## config.mk

```make
export PLATFORM = sky130hd
export DESIGN_NAME = lut_scan_sequencer_flat
export DESIGN_NICKNAME = d
export VERILOG_FILES = /design/src/rtl/lut_pkg.sv /design/src/rtl/lut_scan_sequencer_if.sv /design/src/rtl/lut_scan_sequencer.sv /design/src/flat_wrapper.sv
export SDC_FILE = /design/constraint.sdc
export NUM_CORES = 1
export LEC_CHECK = 0
export CAP_MARGIN = 40
export CORE_ASPECT_RATIO = 0.6
export CORE_MARGIN = 1.5
export CORE_UTILIZATION = 52
export CTS_CLUSTER_SIZE = 14
export DETAILED_ROUTE_END_ITERATION = 10
export PLACE_DENSITY_LB_ADDON = 0.2
export SLEW_MARGIN = 30
export SYNTH_ARGS = -nofsm -noshare
export SYNTH_HDL_FRONTEND = slang
export SYNTH_SLANG_ARGS = --single-unit
```

## constraint.sdc

```tcl
create_clock -name clk -period 2.55 [get_ports clk]
set_input_delay 0.6375 -clock clk [delete_from_list [all_inputs] [get_ports clk]]
set_output_delay 0.6375 -clock clk [all_outputs]
set_load 0.03 [all_outputs]
```

## src/rtl/lut_pkg.sv

```systemverilog
// Shared types and sizes for the 8-entry, 1-bit LUT ROM and its scan sequencer.
package lut_pkg;

    localparam int unsigned LUT_ADDR_W = 3;
    localparam int unsigned LUT_DEPTH  = 2 ** LUT_ADDR_W;
    localparam int unsigned LUT_CNT_W  = LUT_ADDR_W + 1;

    typedef logic [LUT_ADDR_W-1:0] lut_addr_t;
    typedef logic [LUT_DEPTH-1:0]  lut_word_t;
    typedef logic [LUT_CNT_W-1:0]  lut_cnt_t;

    typedef enum logic [1:0] {
        IDLE = 2'd0,
        SCAN = 2'd1,
        HOLD = 2'd2
    } scan_state_e;

endpackage : lut_pkg

```

## src/rtl/lut_scan_sequencer_if.sv

```systemverilog
// Downstream valid/ready result bus of the LUT scan sequencer.
interface lut_scan_sequencer_if #(
    parameter int unsigned WORD_W = lut_pkg::LUT_DEPTH
);
    logic [WORD_W-1:0] out_word;
    logic              out_valid;
    logic              out_ready;

    modport master (output out_word, output out_valid, input out_ready);
    modport slave  (input out_word, input out_valid, output out_ready);

endinterface : lut_scan_sequencer_if

```

## src/rtl/lut_scan_sequencer.sv

```systemverilog
// Sweeps a modulo-8 window of LUT addresses, packs the returned bits into a word
// and offers it downstream on a valid/ready handshake.
module lut_scan_sequencer
    import lut_pkg::*;
#(
    parameter int unsigned ADDR_W = LUT_ADDR_W,
    parameter int unsigned WORD_W = LUT_DEPTH,
    parameter int unsigned CNT_W  = LUT_CNT_W
) (
    input  logic                 clk,
    input  logic                 rst_n,
    input  logic                 start,
    input  logic [ADDR_W-1:0]    start_addr,
    input  logic [CNT_W-1:0]     count,
    output logic [ADDR_W-1:0]    lut_addr,
    input  logic                 lut_data,
    lut_scan_sequencer_if.master out_if,
    output logic                 busy
);

    localparam int unsigned DEPTH = 2 ** ADDR_W;

    scan_state_e       r_state;
    logic [ADDR_W-1:0] r_base;
    logic [ADDR_W-1:0] r_lut_addr;
    logic [CNT_W-1:0]  r_n;
    logic [CNT_W-1:0]  r_idx;
    logic [WORD_W-1:0] r_shift;
    logic [WORD_W-1:0] r_out_word;
    logic              r_out_valid;
    logic              r_busy;

    logic [CNT_W-1:0]  w_n;
    logic [WORD_W-1:0] w_shift_next;
    logic              w_last;

    // Zero and out-of-range counts both mean a full sweep.
    assign w_n = ((count == '0) || (count > CNT_W'(DEPTH))) ? CNT_W'(DEPTH) : count;

    assign w_shift_next = lut_data ? (r_shift | (WORD_W'(1) << r_idx)) : r_shift;
    assign w_last       = (r_idx == (r_n - CNT_W'(1)));

    // The first SCAN cycle (busy still low) presents the base address; each
    // following cycle captures one bit and advances the address.
    always_ff @(posedge clk) begin
        if (!rst_n) begin
            r_state     <= IDLE;
            r_base      <= '0;
            r_lut_addr  <= '0;
            r_n         <= '0;
            r_idx       <= '0;
            r_shift     <= '0;
            r_out_word  <= '0;
            r_out_valid <= 1'b0;
            r_busy      <= 1'b0;
        end else begin
            case (r_state)
                IDLE: begin
                    if (start) begin
                        r_base  <= start_addr;
                        r_n     <= w_n;
                        r_idx   <= '0;
                        r_shift <= '0;
                        r_state <= SCAN;
                    end
                end
                SCAN: begin
                    if (!r_busy) begin
                        r_lut_addr <= r_base;
                        r_busy     <= 1'b1;
                    end else begin
                        r_shift    <= w_shift_next;
                        r_lut_addr <= r_lut_addr + ADDR_W'(1);
                        r_idx      <= r_idx + CNT_W'(1);
                        if (w_last) begin
                            r_out_word  <= w_shift_next;
                            r_out_valid <= 1'b1;
                            r_state     <= HOLD;
                        end
                    end
                end
                HOLD: begin
                    if (out_if.out_ready) begin
                        r_out_valid <= 1'b0;
                        r_busy      <= 1'b0;
                        r_state     <= IDLE;
                    end
                end
                default: r_state <= IDLE;
            endcase
        end
    end

    assign lut_addr         = r_lut_addr;
    assign busy             = r_busy;
    assign out_if.out_word  = r_out_word;
    assign out_if.out_valid = r_out_valid;

endmodule : lut_scan_sequencer

```

## src/flat_wrapper.sv

```systemverilog
// flat-port wrapper written by rule: the top's interface ports become plain ports
module lut_scan_sequencer_flat import lut_pkg::*;
#(
    parameter int unsigned ADDR_W = LUT_ADDR_W,
    parameter int unsigned WORD_W = LUT_DEPTH,
    parameter int unsigned CNT_W  = LUT_CNT_W
)
  (clk, rst_n, start, start_addr, count, lut_addr, lut_data, busy, out_if_out_word, out_if_out_valid, out_if_out_ready);
  lut_scan_sequencer_if #(.WORD_W(WORD_W)) out_if_i ();
  input  logic clk;
  input  logic rst_n;
  input  logic start;
  input  logic [ADDR_W-1:0] start_addr;
  input  logic [CNT_W-1:0] count;
  output logic [ADDR_W-1:0] lut_addr;
  input  logic lut_data;
  output logic busy;
  output wire logic [$bits(out_if_i.out_word)-1:0] out_if_out_word;
  output wire logic [$bits(out_if_i.out_valid)-1:0] out_if_out_valid;
  input wire logic [$bits(out_if_i.out_ready)-1:0] out_if_out_ready;
  assign out_if_out_word = out_if_i.out_word;
  assign out_if_out_valid = out_if_i.out_valid;
  assign out_if_i.out_ready = out_if_out_ready;
  lut_scan_sequencer #(.ADDR_W(ADDR_W), .WORD_W(WORD_W), .CNT_W(CNT_W)) u_core (.clk(clk), .rst_n(rst_n), .start(start), .start_addr(start_addr), .count(count), .lut_addr(lut_addr), .lut_data(lut_data), .out_if(out_if_i), .busy(busy));
endmodule
```

; ---- Word-level counts from Yosys, hierarchy flattened
; Cells that the tools add are included.
[word_totals]
reg_bits = 34
input_bits = 12
out_inout_bits = 13
[classes]
add_sub_neg = 3
n_lt_le_gt_ge = 1
n_eq_ne = 7
shift = 1
n_mux = 19
n_bitwise = 1
reduce_logical = 11
[ops]
columns = cell, n
row1 = two-way mux 8 bit, 3
row2 = one-hot mux 8 bit (2 select lines), 1
row3 = two-way mux 4 bit, 3
row4 = two-way mux 2 bit, 4
row5 = bitwise OR 8 bit, 1
row6 = one-hot mux 4 bit (2 select lines), 1
row7 = AND reduction 4 bit, 2
row8 = << shifter 1 x 4 -> 8 bit (first input constant), 1
row9 = one-hot mux 2 bit (3 select lines), 1
row10 = AND reduction 3 bit, 2
row11 = adder 4 x 1 -> 4 bit (second input constant), 1
row12 = equality test 4 bit, 1
row13 = greater-than comparator 4 bit (second input constant), 1
row14 = logical NOT 4 bit, 1
row15 = != test 2 x 1 -> 1 bit (second input constant), 2
row16 = != test 2 bit (second input constant), 2
row17 = one-hot mux 1 bit (2 select lines), 2
row18 = AND reduction 2 bit, 2
row19 = nonzero test 2 bit, 2
row20 = subtractor 4 x 1 -> 4 bit (second input constant), 1
row21 = adder 3 x 1 -> 3 bit (second input constant), 1
row22 = two-way mux 1 bit, 3
row23 = two-way mux 3 bit, 1
row24 = equality test 2 x 1 -> 1 bit (second input constant), 1
row25 = 3 further kinds, 3

; ---- Depth between registers and ports, before layout
[depth]
depth_word = 5
ltp_mapped = 7
ltp_nobuf = 6

; ---- Worst setup path before layout
; OpenSTA, ideal clock, no wires.
[synth_timing]
kind = register -> register
from = register u_core.r_n[0]
to = register u_core.r_out_word[0], in the netlist u_core.out_if.out_word[0]
t_arrival_ps = 1646
required_time_ps = 2409
path_slack_ps = 763
path_stages_with_launch = 8
path_buffers = 1
cell_sequence = dfxtp_1 > inv_1 > ha_1 > xor2_1 > xnor2_1 > and3b_1 > buf_6 > a311oi_2
[synth_between]
elab_chain_len = 3
[synth_lines]
columns = item, line
row1 = "start, declared", lut_scan_sequencer.sv:26  ; logic [CNT_W-1:0] r_n;
row2 = "start signal, assigned", lut_scan_sequencer.sv:61  ; r_n <= w_n;
row3 = subtractor 4 x 1 -> 4 bit, lut_scan_sequencer.sv:41  ; assign w_last = (r_idx == (r_n - CNT_W'(1)));
row4 = equality test 4 bit, lut_scan_sequencer.sv:41
row5 = AND reduction 3 bit (no line), -
row6 = "end signal, assigned", lut_scan_sequencer.sv:76  ; r_out_word <= w_shift_next;
row7 = "end, declared", lut_scan_sequencer.sv:29  ; logic [WORD_W-1:0] r_out_word;
; No other way between the ends.
; A chain may end at the register's enable or synchronous reset.

; ---- Final worst setup path
[layout_timing]
from = register u_core.r_busy, in the netlist u_core.busy
to = output busy
[layout_rtl]
columns = item, line
row1 = "start, declared", lut_scan_sequencer.sv:31  ; logic r_busy;
row2 = "start signal, assigned", lut_scan_sequencer.sv:55  ; r_busy <= 1'b0;
row3 = "start signal, assigned", lut_scan_sequencer.sv:70  ; r_busy <= 1'b1;
row4 = "start signal, assigned", lut_scan_sequencer.sv:85  ; r_busy <= 1'b0;
row5 = "end, declared", flat_wrapper.sv:17  ; output logic busy;
; No word-level cell between the ends.

==> impl.org <==
** Floorplan
- Initial cell density of the core :: between 50% and 60%
- Total core area :: 2910 sq um
- Area of the die :: between 3000 and 4000 sq um
- In this run the vertical extent of the chip is about 46 microns.
- After floorplanning, the core was divided into 15 placement rows.
- Num ports :: 25
- Die width :: between 70 and 80 microns

** GRT
- The via count of the first global-routing pass came to 1302.
- Final global-route overflow total :: 0
- Largest net degree at the start of global routing :: 24
- Number of antenna violations at the first check in global routing :: 0
- Global-route usage over all layers :: between 20% and 30%
- First-pass GRT wire length :: between 5000 and 6000 microns

** Setup path
- Peak fanout along the critical path :: 11
- Slowest CP cell :: sky130_fd_sc_hd__clkdlybuf4s50_1
- STA classifies the critical path startpoint as a flop.
- The signal on the critical path passes through clkdlybuf4s50_1.
- Worst setup path category :: flop to output port
- The worst setup path is captured at an output port.
- For this run, the slowest stage of the critical path takes roughly 0.75 ns.
- Number of buffer and inverter stages on the critical path :: 1
- Data on the critical path arrives at its endpoint at roughly 1.6 ns.
- STA puts the critical path data required time at between 1.5 and 2 ns.
- Top Family by Delay on Critical Path :: buffers and inverters

** CTS
- After clock tree synthesis, the clock-pin slew on the worst setup and hold paths is around 0.07 ns.
- Counting the buffers created by CTS gives 5.
- CTS max path bufs :: 2
- Number of setup buffers added after CTS :: 0
- The H-tree was split into 2 levels.
- Number of gates resized after cts :: 0
- Sinks on Clock Net :: 34
- For this design, the CTS-stage hold fixing added 0 buffers.
- The clock reaches the later pin of the worst-skew pair after 0.29 ns.
- CTS root buffer :: sky130_fd_sc_hd__clkbuf_8
- TritonCTS clock tree :: yes

** Layout
- For this run, the post-layout net count is approximately 220.
- Relative to the synthesized area, the layout overhead comes to 23.9%.
- Antenna fix cells :: 0
- The finished cells cover 1990 sq um.
- Number of non-filler instances in the completed layout :: roughly 250
- Cells fill between 60% and 70% of the core in the end.
- FILL cells :: 243
- The post-route netlist has 12.3% of its cells at a drive strength greater than 1.

** Synthesis
- Multiplexer cells account for under 10% of the synthesized area.
- Cell types with the highest counts after synthesis :: 34 x sky130_fd_sc_hd__dfxtp_1, 18 x sky130_fd_sc_hd__nor2_1, 17 x sky130_fd_sc_hd__a21oi_1, 17 x sky130_fd_sc_hd__a31oi_1, 17 x sky130_fd_sc_hd__nand2_1
- Summing the areas of all compound-gate instances in the mapped netlist gives between 20 and 25% of the synthesized area.
- Post-synthesis share of cell area spent on xor and xnor gates :: 4.35%
- Ranked by total cell area, the synthesized netlist is headed by sky130_fd_sc_hd__dfxtp_1 42%, sky130_fd_sc_hd__a311oi_2 7.5%, sky130_fd_sc_hd__a31oi_1 6.6%.
- Area share of the leading cell type in the synthesized netlist :: 42.3%
- The synthesized netlist devotes 6.22% of its cell area to adder and majority cells.
- After synthesis, the netlist uses 34 different library cells.
- Largest family of logic cells by synthesized area :: compound AO/OA/AOI/OAI gates
- Of all cell types, the one taking the most synthesized area is sky130_fd_sc_hd__dfxtp_1.
- Combined area of all synthesized cells :: between 1500 and 2000 sq um
- Of the total synthesized cell area, the portion taken by AND, OR, NAND and NOR gates is around 18%.
- Ys Warns :: 0
- For this run, the register share of the synthesized area comes to between 40% and 50%.
- Averaged over all synthesized cells, the footprint is about 9 sq um.
- Synthesis produced a netlist with a net count of a little under 200.
- Seq cells post-synth :: 34
- Of all flip-flops after synthesis, the portion carrying an async set or reset was 0%.
- The synthesized design contains 0 enable-type register cells.
- By instance count, the leading cell after synthesis is sky130_fd_sc_hd__dfxtp_1.
- Post-synth top flop :: sky130_fd_sc_hd__dfxtp_1
- Synthesis handed over a netlist of around 180 instances.

** STA
- Number of endpoints with negative hold slack in the final report :: 0
- Number of pins with negative max-slew slack in the final report :: 0
- RSZ-0062 raised after global routing :: no
- Min Clock Period, post-route :: approximately 2.2 ns
- At the pin with the least slew margin, the transition time is 0.496 ns.
- The final critical path takes up between 80% and 90% of the cycle.
- Timing would allow up to around 450 MHz.
- After layout, the worst setup slack is between 0.3 and 0.4 ns.
- Adding up every negative setup slack in the final design gives 0 ns.
- Endpoints failing setup :: 0
- Measured against its own limit, the worst slew margin works out to about 67%.
- On the final layout, the worst clock skew is ~0.0083 ns.

** Power and ir drop
- Worst ir drop on vdd :: roughly 330 uV
- Leakage power figure :: ~0.7 nW
- In this run the power density over the cells is 578 nW/um^2.

** Placement
- Input and output buffers added on the ports amount to 24.
- Placed wire-length estimate :: roughly 2700 microns
- At the end of routability-driven placement, the weighted congestion stood at 0.855.
- Counting tap cells, the placed design contains a total of around 240 instances.
- Worst setup timing slack at the placement stage :: around 0.38 ns
- After detailed placement, the total cell area comes to roughly 1900 sq um.

** Detailed routing
- Sum of routed wire length over all layers :: between 3000 and 4000 microns
- Detailed router's first-iteration violation count :: 149
- The first detailed-routing pass ran for 4 iterations.
- Detail-routed net length per standard cell :: 14.9 microns
- Across all layers, the routed design uses between 1000 and 1500 vias.
- After detailed routing, the number of vias per cell comes to around 5.7.
- In the routed design, unresolved DRC markers number 0.
- Number of nets with antenna violations after detailed routing :: 0

** Worst hold path
- The worst hold path belongs to the class flop to flop.

** Run
- Total of max-cap violations :: 0

** Status
- The run finished with clean final reports.
where the power goes:
group          switching, W  internal [W]
clock network      0.000193      0.000273
registers         0.0000139      0.000543
logic             0.0000741     0.0000559
stage by stage:
step | total power (W) | hold WS, ns
6_report | 0.00115 | 0.453
3_5_place_dp | 0.000693 | 0.446
3_3_place_gp | 0.000688 | 0.442
2_1_floorplan | 0.000643 | 0.436
5_1_grt | 0.00120 | 0.487
4_1_cts | 0.00115 | 0.456
worst min-delay path: stages, from the launching register on:
cell and delay (ns):
sky130_fd_sc_hd__dfxtp_1 0.31, sky130_fd_sc_hd__nand2_1 0.05, sky130_fd_sc_hd__a21oi_1 0.05
metal layers:
layer  vias up  part of all wire (%)  track usage (%)
li1        691                     -                -
met1       652                    50             33.2
met2        50                    42             33.9
met3         5                   6.8             7.66
met4         0                   1.3             12.7
met5         -                     0                0
sequential cells by signal (all words and copies together), names as in the netlist:
register,flops
u_core.r_shift,8
u_core.out_if.out_valid,1
u_core.busy,1
u_core.r_idx,4
u_core.r_state,2
u_core.lut_addr,3
u_core.r_base,3
u_core.r_n,4
u_core.out_if.out_word,8
path summary, 6_finish.rpt:
kind,start,to,slack (ns),cells past startpoint
max,u_core.busy,busy,0.33,1
min,u_core.out_if.out_valid,u_core.out_if.out_valid,0.45,2
max reg2reg,u_core.r_n[0],u_core.out_if.out_word[1],0.56,7
min reg2reg,u_core.out_if.out_valid,u_core.out_if.out_valid,0.45,2
cell usage in the layout (no fill, tap or decap), drive strengths merged:
| master | instances |
|---|---|
| a211oi | 2 |
| o21ai | 3 |
| nand2b | 3 |
| xor2 | 4 |
| nor3 | 3 |
| nor2b | 3 |
| nand4 | 1 |
| nand2 | 17 |
| nand3b | 5 |
| clkdlybuf4s50 | 24 |
| dfxtp | 34 |
| nor4 | 1 |
| nand3 | 2 |
| buf | 3 |
| and2 | 2 |
| a21oi | 18 |
| a311oi | 8 |
| mux2 | 1 |
| or3 | 1 |
| mux2i | 2 |
| a31oi | 17 |
| nor3b | 1 |
| clkbuf | 9 |
| nor2 | 18 |
| and3b | 1 |
| and4 | 1 |
| ha | 8 |
| xnor2 | 4 |
| o211ai | 1 |
| inv | 7 |
logic make-up (layout without fill, tap and decap cells):
family                     after synthesis  count (layout)
xor gates and xnor gates                 8               8
buffers and inverters                   17              43
and+or+nand+nor                         59              59
adders and majority gates                8               8
DFF                                     34              34
AOI/OAI and AO/OA                       49              49
muxes                                    3               3
cell type report:
| type | instances | area (sq um) | share of cell area, % |
|---|---|---|---|
| Inverter | 7 | 26.3 | 1.32 |
| Timing Repair Buffer | 28 | 270 | 13.6 |
| Clock buffer | 8 | 110 | 5.52 |
| Tap cell | 42 | 52.6 | 2.64 |
| Multi-Input combinational cell | 127 | 853 | 42.8 |
| Sequential cell | 34 | 681 | 34.1 |
(Power assumes the default switching activity.)
